## config.mk

```make
export PLATFORM = sky130hd
export DESIGN_NAME = countdown_top_flat
export DESIGN_NICKNAME = d
export VERILOG_FILES = /design/src/rtl/countdown_pkg.sv /design/src/rtl/countdown_if.sv /design/src/rtl/countdown_tick_gen.sv /design/src/rtl/countdown_top.sv /design/src/flat_wrapper.sv
export SDC_FILE = /design/constraint.sdc
export NUM_CORES = 1
export LEC_CHECK = 0
export CAP_MARGIN = 20
export CORE_ASPECT_RATIO = 2
export CORE_UTILIZATION = 57
export DETAILED_ROUTE_END_ITERATION = 8
export PLACE_DENSITY = 0.9
export SYNTH_ARGS = -nofsm -noshare
export SYNTH_HDL_FRONTEND = slang
export SYNTH_SLANG_ARGS = --single-unit
```

## constraint.sdc

```tcl
create_clock -name clk -period 2.8 [get_ports clk]
set_input_delay 0.56 -clock clk [delete_from_list [all_inputs] [get_ports clk]]
set_output_delay 0.56 -clock clk [all_outputs]
set_load 0.02 [all_outputs]
```

## src/rtl/countdown_pkg.sv

```systemverilog
// Shared types and defaults for the loadable countdown timer.
package countdown_pkg;

  typedef enum logic [1:0] {
    IDLE  = 2'd0,
    RUN   = 2'd1,
    PAUSE = 2'd2,
    DONE  = 2'd3
  } cd_state_t;

  localparam int CD_WIDTH = 4;

endpackage

```

## src/rtl/countdown_if.sv

```systemverilog
// Control/status bundle of the countdown timer; state is exported for debug.
interface countdown_if
  import countdown_pkg::*;
#(
  parameter int WIDTH = CD_WIDTH
);

  logic             load;
  logic [WIDTH-1:0] d;
  logic             start;
  logic             pause;
  logic [WIDTH-1:0] q;
  logic             busy;
  logic             done;
  logic             zero;
  cd_state_t        state;

  // Level controls, no handshake: load > start > pause, all sampled on every rising clk edge.
  modport master (
    output load, d, start, pause,
    input  q, busy, done, zero, state
  );

  modport slave (
    input  load, d, start, pause,
    output q, busy, done, zero, state
  );

endinterface

```

## src/rtl/countdown_tick_gen.sv

```systemverilog
// Prescaler producing a one-cycle count enable every DIV enabled cycles.
module tick_gen #(
  parameter int DIV = 1
) (
  input  logic clk,
  input  logic rs,
  input  logic en,
  input  logic clr,
  output logic tick
);

  localparam int CW = (DIV > 1) ? $clog2(DIV) : 1;
  localparam logic [CW-1:0] LAST = CW'(DIV - 1);

  logic [CW-1:0] count;

  always_ff @(posedge clk or negedge rs) begin
    if (!rs) begin
      count <= '0;
    end else if (clr) begin
      count <= '0;
    end else if (en) begin
      count <= (count == LAST) ? '0 : count + 1'b1;
    end
  end

  assign tick = en && (count == LAST);

endmodule

```

## src/rtl/countdown_top.sv

```systemverilog
// Loadable down counter with run/pause control and a one-cycle done pulse.
module countdown_top
  import countdown_pkg::*;
#(
  parameter int DIV   = 50_000_000,
  parameter int WIDTH = CD_WIDTH
) (
  input  logic        clk,
  input  logic        rs,
  countdown_if.slave  bus
);

  cd_state_t        state;
  cd_state_t        base_state_n;
  cd_state_t        state_n;
  logic [WIDTH-1:0] q;
  logic [WIDTH-1:0] q_n;
  logic             busy;
  logic             done;
  logic             count_en;
  logic             clr;
  logic             tick;

  tick_gen #(.DIV(DIV)) u_tick_gen (
    .clk  (clk),
    .rs   (rs),
    .en   (count_en),
    .clr  (clr),
    .tick (tick)
  );

  // Control decisions that do not depend on tick, kept apart so tick never loops back.
  always_comb begin
    base_state_n = state;
    count_en     = 1'b0;
    clr          = 1'b0;
    if (bus.load) begin
      base_state_n = IDLE;
      clr          = 1'b1;
    end else begin
      case (state)
        IDLE: begin
          if (bus.start && (q != '0)) begin
            base_state_n = RUN;
            clr          = 1'b1;
          end
        end
        RUN: begin
          if (!bus.start && bus.pause) begin
            base_state_n = PAUSE;
          end else begin
            count_en = 1'b1;
          end
        end
        PAUSE: begin
          // The resume cycle counts, so a pause stretches the interval by its length only.
          if (bus.start) begin
            base_state_n = RUN;
            count_en     = 1'b1;
          end
        end
        DONE:    base_state_n = IDLE;
        default: base_state_n = IDLE;
      endcase
    end
  end

  always_comb begin
    state_n = base_state_n;
    q_n     = q;
    if (bus.load) begin
      q_n = bus.d;
    end else if (tick) begin
      if (q == WIDTH'(1)) begin
        q_n     = '0;
        state_n = DONE;
      end else begin
        q_n = q - 1'b1;
      end
    end
  end

  always_ff @(posedge clk or negedge rs) begin
    if (!rs) begin
      state <= IDLE;
      q     <= '0;
      busy  <= 1'b0;
      done  <= 1'b0;
    end else begin
      state <= state_n;
      q     <= q_n;
      busy  <= (state_n == RUN) || (state_n == PAUSE);
      done  <= (state_n == DONE);
    end
  end

  assign bus.q     = q;
  assign bus.busy  = busy;
  assign bus.done  = done;
  assign bus.zero  = (q == '0);
  assign bus.state = state;

endmodule

```

## src/flat_wrapper.sv

```systemverilog
// flat-port wrapper written by rule: the top's interface ports become plain ports
module countdown_top_flat import countdown_pkg::*;
#(
  parameter int DIV   = 50_000_000,
  parameter int WIDTH = CD_WIDTH
)
  (clk, rs, bus_load, bus_d, bus_start, bus_pause, bus_q, bus_busy, bus_done, bus_zero, bus_state);
  countdown_if #(.WIDTH(WIDTH)) bus_i ();
  input  logic clk;
  input  logic rs;
  input wire logic [$bits(bus_i.load)-1:0] bus_load;
  input wire logic [$bits(bus_i.d)-1:0] bus_d;
  input wire logic [$bits(bus_i.start)-1:0] bus_start;
  input wire logic [$bits(bus_i.pause)-1:0] bus_pause;
  output wire logic [$bits(bus_i.q)-1:0] bus_q;
  output wire logic [$bits(bus_i.busy)-1:0] bus_busy;
  output wire logic [$bits(bus_i.done)-1:0] bus_done;
  output wire logic [$bits(bus_i.zero)-1:0] bus_zero;
  output wire logic [$bits(bus_i.state)-1:0] bus_state;
  assign bus_i.load = bus_load;
  assign bus_i.d = bus_d;
  assign bus_i.start = bus_start;
  assign bus_i.pause = bus_pause;
  assign bus_q = bus_i.q;
  assign bus_busy = bus_i.busy;
  assign bus_done = bus_i.done;
  assign bus_zero = bus_i.zero;
  assign bus_state = bus_i.state;
  countdown_top #(.DIV(DIV), .WIDTH(WIDTH)) u_core (.clk(clk), .rs(rs), .bus(bus_i));
endmodule
```

==> results.md <==
* Status: finished, final reports clean
* Slack of the critical path at 213.6 ps
* Drt pass-1 iters at 4
* Pre-CTS setup slack at 159.8 ps
* Via/cell ratio at 6.412
* CTS Root Cell: clkbuf_8
* RSZ-0062 raised after global routing: no
* Warnings, synthesis at 0
* CP peak stage delay at 580 ps
* Number of remaining DRC errors at 0
* Antenna Cells at 0
* Post-synthesis async set-or-reset flop share at 1.000
* Detailed Route Iter0 Violations at 54
* Clock skew at 6.910 ps
* Leading area contributor after synthesis: dfrtp_1
* DR WL/cell at 16.48 um
* Starting density of the core at 0.6047
* Nets at 279
* Worst Setup SP: u_core.u_tick_gen.count[9]$_DFFE_PN0P_
* Initial antenna violation count at 0
* Gr usage total at 0.2884
* CTS tree: yes
* VDD IR-drop max at 366.2 uV
* EDFF count, synth at 0
* Post-CTS setup buffers at 0
* F_max at 0.3866 GHz
* Synth Area per Inst at 8.774 um2
* Antenna Violating Nets Remaining at 0
* Minimum clock period at 2586 ps
* Post-layout util at 0.7127
* Cell Area, Synth at 2088 um2
* MaxCap Viol Count at 0
* #FFs+latches synth at 34
* # hold bufs at CTS at 0
* Distinct cells, synth at 42
* Final setup fails at 0
* Die ar. at 3924 um2
* CTS clock-pin slew for the worst setup and hold paths at 70 ps
* Clock tree buffer depth at 2
* I/O Buffers at 17
* RD Place Congestion at 0.8396
* Critical Path Start Type: flip-flop
* Area grow syn2layout at 17.85%
* Tightest Pin Transition at 684.5 ps
* Row count at 30
* Peak fanout along the critical path at 21
* Reg2reg start: u_core.u_tick_gen.count[9]$_DFFE_PN0P_
* Fraction of layout cells with a size suffix above 1 at 0.07985
* Design area at 2461 um2
* Crit share post-route at 0.9237
* Height of the die at 87.60 um
* Post-place instance area at 2349 um2
* Post-route setup TNS at 0 ps
* Req. time, crit path at 2940 ps
* CTS Buf Count at 5
* Post-Route WL at 5124 um
* Leakage dissipation at 0.0009809 uW
* Clock Sinks at 34
* DPL Wire Length at 3661 um
* Clk_lat worst skew at 290 ps
* Die X at 44.80 um
* Post-Synthesis Cells at 238
* Hold Crit Class: flip-flop to flip-flop
* Core region area at 3453 um2
* Post-synth top area share at 0.4074
* Final Hold Viols at 0
* Worst hold start: u_core.u_tick_gen.count[24]$_DFFE_PN0P_
* First-pass GRT wire length at 8335 um
* Critical Path Slowest Stage Cell: a21oi_2
* Vias in the first global route at 1,914
* CP endpoint kind: flip-flop
* Max-slew violations at 0
* # IOs at 18
* Crit Path Category: flip-flop to flip-flop
* Mapped Nets at 255
* Total gr overflow at 0
* Largest net degree at the start of global routing at 35
* Via count at 1,994
* Synth area leaders: dfrtp_1, xnor2_1, ha_1, nand3_1, nand2_1
* Power density over the cells at 443.6 nW/um2
* Critical path cell sequence: or4_1, nor4_1, nand3_1, buf_4, a21oi_2, nor3_1
* Cts repair resizes at 0
* Slew margin rel. at 0.5436
* Crit path DAT at 2730 ps
* Ys flop type: dfrtp_1
* H-tree depth at 2
* Sequential fraction of the synthesis area at 0.4074
## metal layers
metal	track usage	share of wire	vias to the layer above
met5	0	0	-
met1	0.2823	0.35	959
met4	0.1846	0.045	0
li1	-	-	934
met2	0.5281	0.56	77
met3	0.04742	0.044	24
## sequential cells by signal, indices dropped and copies added (netlist names)
signal                   cells
u_core.u_tick_gen.count     26
u_core.bus.q                 4
u_core.bus.state             2
u_core.bus.busy              1
u_core.bus.done              1
## through the flow
step	hold slack [ps]	total power, uW	instances
after floorplan	264.4	606.3	238
after global placement	506.8	671.2	303
after detailed placement	520.4	676.6	303
after CTS	532.9	1094	311
after global routing	551.6	1135	311
final	538.5	1092	311
## report_power, final
part	leakage [uW]	switching (uW)	internal (uW)
logic	0.000461	93.7	61.6
registers	0.000462	12.0	501
clock network	0.0000575	175	248
total	0.000981	281	811
## synth_stat cells (all sizes together) (4+ instances only)
master and n:
dfrtp 34, nand4 8, nor3 4, nand3 17
o21ai 13, and2 4, a2111oi 6, a211oi 4
nor4 5, nor2 22, or4 4, nand2 22
and3 4, a21oi 11, ha 8, xnor2 12
a31oi 10, clkbuf 6, inv 8
## path summary, 6_finish.rpt
check / cells after the start / endpoint / slack [ps]
setup / recovery: 6 / u_core.u_tick_gen.count[16]$_DFFE_PN0P_ / 210
hold / removal: 1 / u_core.u_tick_gen.count[24]$_DFFE_PN0P_ / 540
setup reg to reg: 6 / u_core.u_tick_gen.count[16]$_DFFE_PN0P_ / 210
hold reg to reg: 1 / u_core.u_tick_gen.count[24]$_DFFE_PN0P_ / 540
max in group asynchronous: 2 / u_core.u_tick_gen.count[12]$_DFFE_PN0P_ / 1790
min in group asynchronous: 2 / u_core.bus.done$_DFF_PN0_ / 690
## cell usage in the layout (no fill, tap or decap), drive strengths merged, types with 2 or more instances in the layout
cell	n
and2	4
nand4	8
o21a	3
a2111oi	6
a21oi	11
o31ai	2
o211ai	2
o21ai	13
clkbuf	8
and3	4
nand2	22
or3	3
o22a	2
mux2i	2
inv	8
a31oi	10
dfrtp	34
ha	8
xor2	3
or2	2
nor2	22
buf	9
nand3	17
xnor2	12
nor4	5
or4	4
a211oi	4
nor3	4
and4	3
clkdlybuf4s50	16
nand2b	2
## kinds of logic (layout without fill, tap and decap cells)
| logic type | count (synthesis) | after routing | share of synthesized area |
|---|---|---|---|
| simple gates | 103 | 103 | 0.2523 |
| flops | 34 | 34 | 0.4074 |
| xor+xnor | 15 | 15 | 0.06291 |
| fa+ha+maj | 8 | 8 | 0.04793 |
| buf+inv | 17 | 42 | 0.03235 |
| compound gates | 59 | 59 | 0.1875 |
| mux | 2 | 2 | 0.009587 |
## worst max-delay path: cells and delay by family, from the launching register on
kind                   cells  cell delay, ps
buffers and inverters      1             240
AOI/OAI and AO/OA          1             580
DFF                        1             430
and+or+nand+nor            4            1200
## final cells by class
| type | instances | area, um2 |
|---|---|---|
| multi-input cells | 187 | 1170 |
| clock buffers | 8 | 110.1 |
| fillers | 280 | 992.2 |
| well taps | 48 | 60.06 |
| inverters | 8 | 30.03 |
| repair buffers | 26 | 240.2 |
| flip-flops and latches | 34 | 850.8 |
Note: power is estimated with default switching activity, not from simulation.
